--- config.mk ---
export PLATFORM = sky130hd
export DESIGN_NAME = instr_fetch_prefetcher
export DESIGN_NICKNAME = d
export VERILOG_FILES = /design/src/rtl/instr_fetch_prefetcher.sv
export SDC_FILE = /design/constraint.sdc
export NUM_CORES = 1
export LEC_CHECK = 0
export ABC_AREA = 1
export CAP_MARGIN = 20
export CORE_MARGIN = 5
export CORE_UTILIZATION = 55
export DETAILED_ROUTE_END_ITERATION = 12
export PLACE_DENSITY = 0.81
export SLEW_MARGIN = 5
export SYNTH_ARGS = -nofsm -noshare
export SYNTH_HDL_FRONTEND = slang
export SYNTH_SLANG_ARGS = --single-unit
--- constraint.sdc ---
create_clock -name clk -period 2 [get_ports clk]
set_clock_uncertainty 0.2 [all_clocks]
set_input_delay 0.2 -clock clk [delete_from_list [all_inputs] [get_ports clk]]
set_output_delay 0.2 -clock clk [all_outputs]
set_load 0.05 [all_outputs]
--- src/rtl/instr_fetch_prefetcher.sv ---
// Instruction fetch prefetcher: issues sequential word reads to the instruction
// memory port (1-cycle fixed latency, at most one read in flight), buffers the
// returned words in a small FIFO and presents them to the fetch stage over a
// valid/ready handshake. A branch flushes the buffer and restarts fetching.
module instr_fetch_prefetcher #(
  parameter int unsigned ADDR_WIDTH = 16,
  parameter int unsigned DATA_WIDTH = 32,
  parameter int unsigned FIFO_DEPTH = 4
) (
  input  logic                    clk,
  input  logic                    rst_n,
  input  logic                    fetch_en_i,
  input  logic                    branch_i,
  input  logic [ADDR_WIDTH-1:0]   branch_addr_i,
  output logic                    fetch_valid_o,
  input  logic                    fetch_ready_i,
  output logic [DATA_WIDTH-1:0]   fetch_rdata_o,
  output logic [ADDR_WIDTH-1:0]   fetch_addr_o,
  output logic                    mem_en_o,
  output logic [ADDR_WIDTH-1:0]   mem_addr_o,
  output logic                    mem_we_o,
  output logic [DATA_WIDTH/8-1:0] mem_be_o,
  output logic [DATA_WIDTH-1:0]   mem_wdata_o,
  input  logic [DATA_WIDTH-1:0]   mem_rdata_i
);

  localparam int unsigned PtrW = $clog2(FIFO_DEPTH);
  localparam int unsigned CntW = $clog2(FIFO_DEPTH + 1);
  localparam logic [PtrW-1:0] LastPtr = PtrW'(FIFO_DEPTH - 1);
  // Occupancy (count + pending) can reach FIFO_DEPTH + 1 bits worth, so one extra bit.
  localparam logic [CntW:0] DepthOcc = (CntW + 1)'(FIFO_DEPTH);
  localparam logic [ADDR_WIDTH-1:0] WordInc = ADDR_WIDTH'(4);
  localparam logic [CntW-1:0] CntOne = CntW'(1);

  typedef enum logic [0:0] {StIdle, StRun} state_e;

  state_e state_q, state_d;

  logic [ADDR_WIDTH-1:0] next_addr_q, next_addr_d;
  logic                  pending_q, pending_d;
  logic [ADDR_WIDTH-1:0] pend_addr_q, pend_addr_d;

  logic [DATA_WIDTH-1:0] fifo_data_q [FIFO_DEPTH];
  logic [ADDR_WIDTH-1:0] fifo_addr_q [FIFO_DEPTH];
  logic [PtrW-1:0]       wr_ptr_q, rd_ptr_q;
  logic [CntW-1:0]       count_q;

  logic [ADDR_WIDTH-1:0] branch_aligned;
  logic [CntW:0]         occupancy;
  logic                  push, pop;

  assign branch_aligned = {branch_addr_i[ADDR_WIDTH-1:2], 2'b00};
  // Registered occupancy plus the in-flight read; a same-cycle pop is not credited.
  assign occupancy = {1'b0, count_q} + {{CntW{1'b0}}, pending_q};

  // Write side of the port is never used.
  assign mem_we_o    = 1'b0;
  assign mem_be_o    = '1;
  assign mem_wdata_o = '0;

  // Head of the FIFO drives the fetch interface straight from registers.
  assign fetch_valid_o = (count_q != '0);
  assign fetch_rdata_o = fifo_data_q[rd_ptr_q];
  assign fetch_addr_o  = fifo_addr_q[rd_ptr_q];

  function automatic logic [PtrW-1:0] ptr_inc(input logic [PtrW-1:0] ptr);
    return (ptr == LastPtr) ? '0 : ptr + PtrW'(1);
  endfunction

  // State register.
  always_ff @(posedge clk or negedge rst_n) begin
    if (!rst_n) begin
      state_q <= StIdle;
    end else begin
      state_q <= state_d;
    end
  end

  // Next state: the first redirect starts fetching; only reset returns to idle.
  always_comb begin
    state_d = state_q;
    if (branch_i) begin
      state_d = StRun;
    end
  end

  // Outputs and datapath next-state: issue decision, fetch pointer, push/pop.
  always_comb begin
    mem_en_o    = 1'b0;
    mem_addr_o  = next_addr_q;
    next_addr_d = next_addr_q;
    pend_addr_d = pend_addr_q;
    // A response landing in a branch cycle belongs to the old stream.
    push        = pending_q & ~branch_i;
    pop         = fetch_valid_o & fetch_ready_i & ~branch_i;

    if (branch_i) begin
      mem_en_o    = fetch_en_i;
      mem_addr_o  = branch_aligned;
      next_addr_d = fetch_en_i ? branch_aligned + WordInc : branch_aligned;
    end else if (state_q == StRun) begin
      mem_en_o = fetch_en_i & (occupancy < DepthOcc);
      if (mem_en_o) begin
        next_addr_d = next_addr_q + WordInc;
      end
    end

    if (mem_en_o) begin
      pend_addr_d = mem_addr_o;
    end
    pending_d = mem_en_o;
  end

  // Fetch pointer and in-flight read tracking.
  always_ff @(posedge clk or negedge rst_n) begin
    if (!rst_n) begin
      next_addr_q <= '0;
      pending_q   <= 1'b0;
      pend_addr_q <= '0;
    end else begin
      next_addr_q <= next_addr_d;
      pending_q   <= pending_d;
      pend_addr_q <= pend_addr_d;
    end
  end

  // Prefetch FIFO storage, pointers and occupancy; a branch empties it.
  always_ff @(posedge clk or negedge rst_n) begin
    if (!rst_n) begin
      wr_ptr_q <= '0;
      rd_ptr_q <= '0;
      count_q  <= '0;
      for (int i = 0; i < int'(FIFO_DEPTH); i++) begin
        fifo_data_q[i] <= '0;
        fifo_addr_q[i] <= '0;
      end
    end else if (branch_i) begin
      wr_ptr_q <= '0;
      rd_ptr_q <= '0;
      count_q  <= '0;
    end else begin
      if (push) begin
        fifo_data_q[wr_ptr_q] <= mem_rdata_i;
        fifo_addr_q[wr_ptr_q] <= pend_addr_q;
        wr_ptr_q              <= ptr_inc(wr_ptr_q);
      end
      if (pop) begin
        rd_ptr_q <= ptr_inc(rd_ptr_q);
      end
      if (push && !pop) begin
        count_q <= count_q + CntOne;
      end else if (pop && !push) begin
        count_q <= count_q - CntOne;
      end
    end
  end

endmodule

; ---- Word-level counts from Yosys, hierarchy flattened
; Cells that the tools add are included.
[classes]
n_addsub = 7
order_cmp = 4
eq_ne = 2
mux = 28
n_bitwise = 7
n_reduce_logical = 13
[ops]
columns = cell, count
row1 = $bwmux W128, 1
row2 = $mux W16, 8
row3 = $mux W32, 3
row4 = $bmux W32 S2, 1
row5 = $bwmux W64, 1
row6 = $demux W32 S2, 1
row7 = $add A16 B3 Y16 const B, 2
row8 = $bmux W16 S2, 1
row9 = $demux W16 S2, 1
row10 = $mux W2, 6
row11 = $mux W3, 3
row12 = $reduce_bool A2 Y1, 4
row13 = $ge A3 B3 Y1 const B, 2
row14 = $not A2 Y3, 2
row15 = $reduce_bool A3 Y1, 2
row16 = $add A2 B1 Y2 const B, 2
row17 = $add A3 B1 Y4, 1
row18 = $and A1 B1 Y1, 4
row19 = $eq A2 B2 Y1 const B, 2
row20 = $lt A4 B3 Y1 const B, 1
row21 = $reduce_and A2 Y1, 2
row22 = $add A3 B1 Y3 const B, 1
row23 = $logic_and A1 B1 Y1, 3
row24 = $lt A3 B1 Y1 const B, 1
row25 = other kinds (4), 6
[totals]
reg_bits = 233
input_bits = 53
output_inout_bits = 103

; ---- Depth between registers and ports, before layout
[logic_depth]
depth_word = 7
ltp_mapped = 11

; ---- Worst setup path after synthesis
; OpenSTA, ideal clock, no wires.
[synth_path]
path_kind = register -> output
start = register rd_ptr_q[0]
end = output port fetch_addr_o[1]
arrival_time_ns = 2.156
required_ns = 1.600
slack_ns = -0.556
path_stages_with_launch = 7
path_buffers = 3
path_cell_list = dfrtp_1 > inv_1 > clkbuf_1 > buf_2 > nor2_1 > o22ai_1 > buf_4
[synth_between]
elab_chain_len = 4
[synth_lines]
columns = item, line_no
row1 = from (decl), 45  ; logic [PtrW-1:0] wr_ptr_q, rd_ptr_q;
row2 = from (signal assigned), 148  ; rd_ptr_q <= ptr_inc(rd_ptr_q);
row3 = $not A2 Y3 (not written as such), 64  ; assign fetch_addr_o = fifo_addr_q[rd_ptr_q];
row4 = $bmux W16 S2, 64
row5 = $mux W16 (not written as such) (2 in a row), 64
row6 = to (decl), 18  ; output logic [ADDR_WIDTH-1:0] fetch_addr_o,
; Every way passes these cells. The select of a mux whose other input is x is not followed.

; ---- Worst setup path in the final report
[layout_path]
start = register rd_ptr_q[0]
end = output port fetch_rdata_o[13]
[layout_between]
elab_chain_len = 4
[layout_lines]
columns = item, line_no
row1 = $not A2 Y3 (not written as such), 63  ; assign fetch_rdata_o = fifo_data_q[rd_ptr_q];
row2 = $bmux W32 S2, 63
row3 = $mux W32 (not written as such) (2 in a row), 63
row4 = to (decl), 17  ; output logic [DATA_WIDTH-1:0] fetch_rdata_o,
; Every way passes these cells. The select of a mux whose other input is x is not followed.

==> impl_metrics.py <==
metrics = {
    "run_status": {
        "outcome": "complete, but fails checks",
        "violations": "setup timing",
    },
    "yosys": {
        "synth.top_cell.area_share_pct": 52.48,
        "synth_cell_types": 31,
        "synth_top_family_by_area": "compound AO/OA/AOI/OAI gates",
        "muxShareOfSynthArea_pct": 0,
        "synthAdderAreaFrac_pct": 0.8825,
        "async_flop_share_pct": 100.0,
        "synth_enable_flop_cells": 0,
        "yosysWarnings": 0,
        "avgSynthCellArea_sq_um": 8.114,
        "synth_top_cell_by_area": "dfrtp_1",
        "synth.most_common_cell": "o21ai_0",
        "synth_area_sq_um": 10780,
        "seq_area_frac_synth_pct": 52.48,
        "synth_cells": 1328,
        "netlist_top_cells_count": "o21ai_0, nand2_1, dfrtp_1",
        "yosys_most_used_dff": "dfrtp_1",
        "synth-simple-area-share_pct": 17.51,
        "synth-xor-area-share_pct": 0.4064,
        "synth-seq-cells": 226,
        "synth-compound-area-share_pct": 19.08,
        "yosys-top-cells-area": "dfrtp_1, o21ai_0, nand2_1, nor2_1, inv_1",
    },
    "setup_path": {
        "critPathLaunchType": "register",
        "crit_arrival_ns": 1.86,
        "path_max_fanout": 19,
        "cp_data_required_time_ns": 1.60,
        "cpMostUsedCell": "buf_6",
        "crit_path_end_kind": "output pin",
        "timing.rr.start": "count_q[0]",
        "worstPathCellList": "buf_6 -> buf_12 -> o21ai_1 -> o22ai_2 -> buf_6",
        "cpMaxStageDelayCell": "dfrtp_2",
        "crit_type": "reg2out",
        "crit_start": "rd_ptr_q[0]",
        "critPathMaxStageDelay_ns": 0.46,
    },
    "timing": {
        "layout_min_cycle_time_ns": 2.263,
        "rsz0062_at_grt": "yes",
        "fin_tns_setup_ns": -9.618,
        "slew_viol_final": 0,
        "timing.fmax_mhz": 441.8,
        "finalSetupViolations": 49,
        "post-route-period-util_pct": 113.2,
        "hold_viol_final": 0,
        "holdWs_ns": 0.001143,
        "setup_ws_ns": -0.2632,
    },
    "detailed_routing": {
        "drtIter0Drc": 851,
        "routedWlPerCell_microns": 18.73,
        "ant_nets": 0,
        "drc": 0,
        "routed_wl_microns": 32740,
        "first_pass_iters": 5,
        "via_per_inst": 5.851,
        "via_count": 10227,
    },
    "layout": {
        "seq_area_sq_um": 5657,
        "design_area_sq_um": 14750,
        "drive_above_1_share_pct": 21.51,
        "antennaDiodeCount": 0,
        "fillers": 1254,
        "final-instance-count-excl-fill": 1748,
        "finalCoreUtilization_pct": 76.03,
        "multi_input_area_sq_um": 4931,
        "final_nets": 1528,
        "area_growth_pct": 36.88,
    },
    "floorplan": {
        "die_x_microns": 150.0,
        "num_rows": 51,
        "dieHeight_microns": 150.0,
        "coreArea_sq_um": 19400,
        "dieArea_sq_um": 22490,
        "initial_core_util_pct": 55.55,
        "ios": 156,
    },
    "global_routing": {
        "antenna_found_initial": 0,
        "grt_usage_pct": 28.53,
        "overflow": 0,
        "grt_max_degree": 57,
        "grt_pass1_vias": 10121,
        "grt_pass1_wl_microns": 51760,
    },
    "placed_design": {
        "dpl.hpwl_microns": 17870,
        "place_area_sq_um": 12800,
        "gp_congestion": 0.9444,
        "dp.cells": 1681,
        "post-place-ws_ns": -0.2006,
        "numPortBuffers": 114,
    },
    "clock_tree": {
        "path_clk_slew_ns": 0.07,
        "cts_max_level": 1,
        "cts_tree": "yes",
        "cts_sinks": 226,
        "root_buffer": "clkbuf_16",
        "cts_buffers": 23,
        "cts.path.max_buffers": 3,
        "clock_latency_ns": 0.50,
    },
    "power": {
        "ir_drop_mv": 0.6799,
        "power_density_nw_per_um2": 1590,
        "power.leakage_nw": 6.964,
        "p_total_mw": 23.45,
    },
    "flow_run": {
        "maxCapViolations": 0,
    },
    "worst_hold_path": {
        "min_path_type": "in2async",
    },
}
## final timing paths
path / slack (ns) / endpoint / cells past startpoint
worst max register to register: 0.06 / count_q[2] / 10
worst min register to register: 0.28 / fifo_data_q[88] / 2
worst min-delay path: 0.001 / fifo_data_q[104] / 2
max in group asynchronous: 0.94 / fifo_addr_q[18] / 3
worst max-delay path: -0.26 / fetch_rdata_o[13] / 5
min in group clk: 0.13 / fifo_data_q[28] / 3
## timing repair
item	4_1_cts	5_1_grt
setup endpoints to repair	64	54
gates resized for setup	192	62
endpoints found under the hold margin	226	0
pin swaps	26	29
cloned	11	2
buffers inserted	11	2
hold buffers	1	0
## layout by cell type, fill, tap and decap left out, types with 3 or more instances in the layout
cell type,netlist,final
nand2_1,312,306
o21ai_0,323,237
dfrtp_1,226,225
inv_1,90,84
o21ai_1,9,81
nor2_1,121,79
buf_6,2,49
clkdlybuf4s50_1,0,48
buf_12,0,45
o22ai_2,0,44
buf_4,43,42
conb_1,2,39
nor2_4,0,33
nand3_1,33,31
clkbuf_16,0,25
o21ai_2,2,16
nor2_2,2,11
buf_16,0,10
nand2_2,1,6
nand4_1,6,6
inv_2,1,6
ha_1,6,6
a21oi_1,5,5
bufinv_16,0,5
nor3_1,4,4
xor2_1,4,4
o22ai_4,0,3
clkinv_2,0,3
clkbuf_1,50,3
clkbuf_8,0,3
## registers in the layout, indices dropped and copies added, names as in the netlist
register / cells
next_addr_q: 14
wr_ptr_q: 2
pending_q: 1
count_q: 3
fifo_addr_q: 60
fifo_data_q: 128
rd_ptr_q: 2
state_q: 1
pend_addr_q: 15
## layer usage
layer / track usage [%] / up-vias / wire, microns
li1: - / 4574 / -
met3: 4.997 / 87 / 2851
met2: 48.16 / 562 / 16220
met4: 11.12 / 0 / 1089
met5: 0 / - / 0
met1: 36.82 / 5004 / 12580
## cell type report
cell class	count	area share [%]
Multi-Input combinational cell	924	33.43
Inverter	92	2.426
Sequential cell	226	38.35
Tap cell	265	2.248
Clock inverter	11	1.281
Timing Repair Buffer	201	18.00
Clock buffer	29	4.259
## logic make-up after synthesis
| kind of cell | count (synthesis) |
|---|---|
| compound gates | 393 |
| flops | 226 |
| xor+xnor | 5 |
| other cells | 2 |
| simple gates | 480 |
| buf+inv | 215 |
| fa+ha+maj | 7 |
## critical path, delay by kind of cell, from the launching register on
| family | cells | cell delay [ns] |
|---|---|---|
| buffers and inverters | 3 | 0.53 |
| AO/OA/AOI/OAI | 2 | 0.37 |
| flip-flops | 1 | 0.46 |
## where the power goes
| group | switching (mW) | internal (mW) | total, mW |
|---|---|---|---|
| Clock | 1.78 | 2.87 | 4.64 |
| Sequential | 1.31 | 6.42 | 7.73 |
| Combinational | 6.77 | 4.31 | 11.1 |
Note: power is estimated with default switching activity, not from simulation.
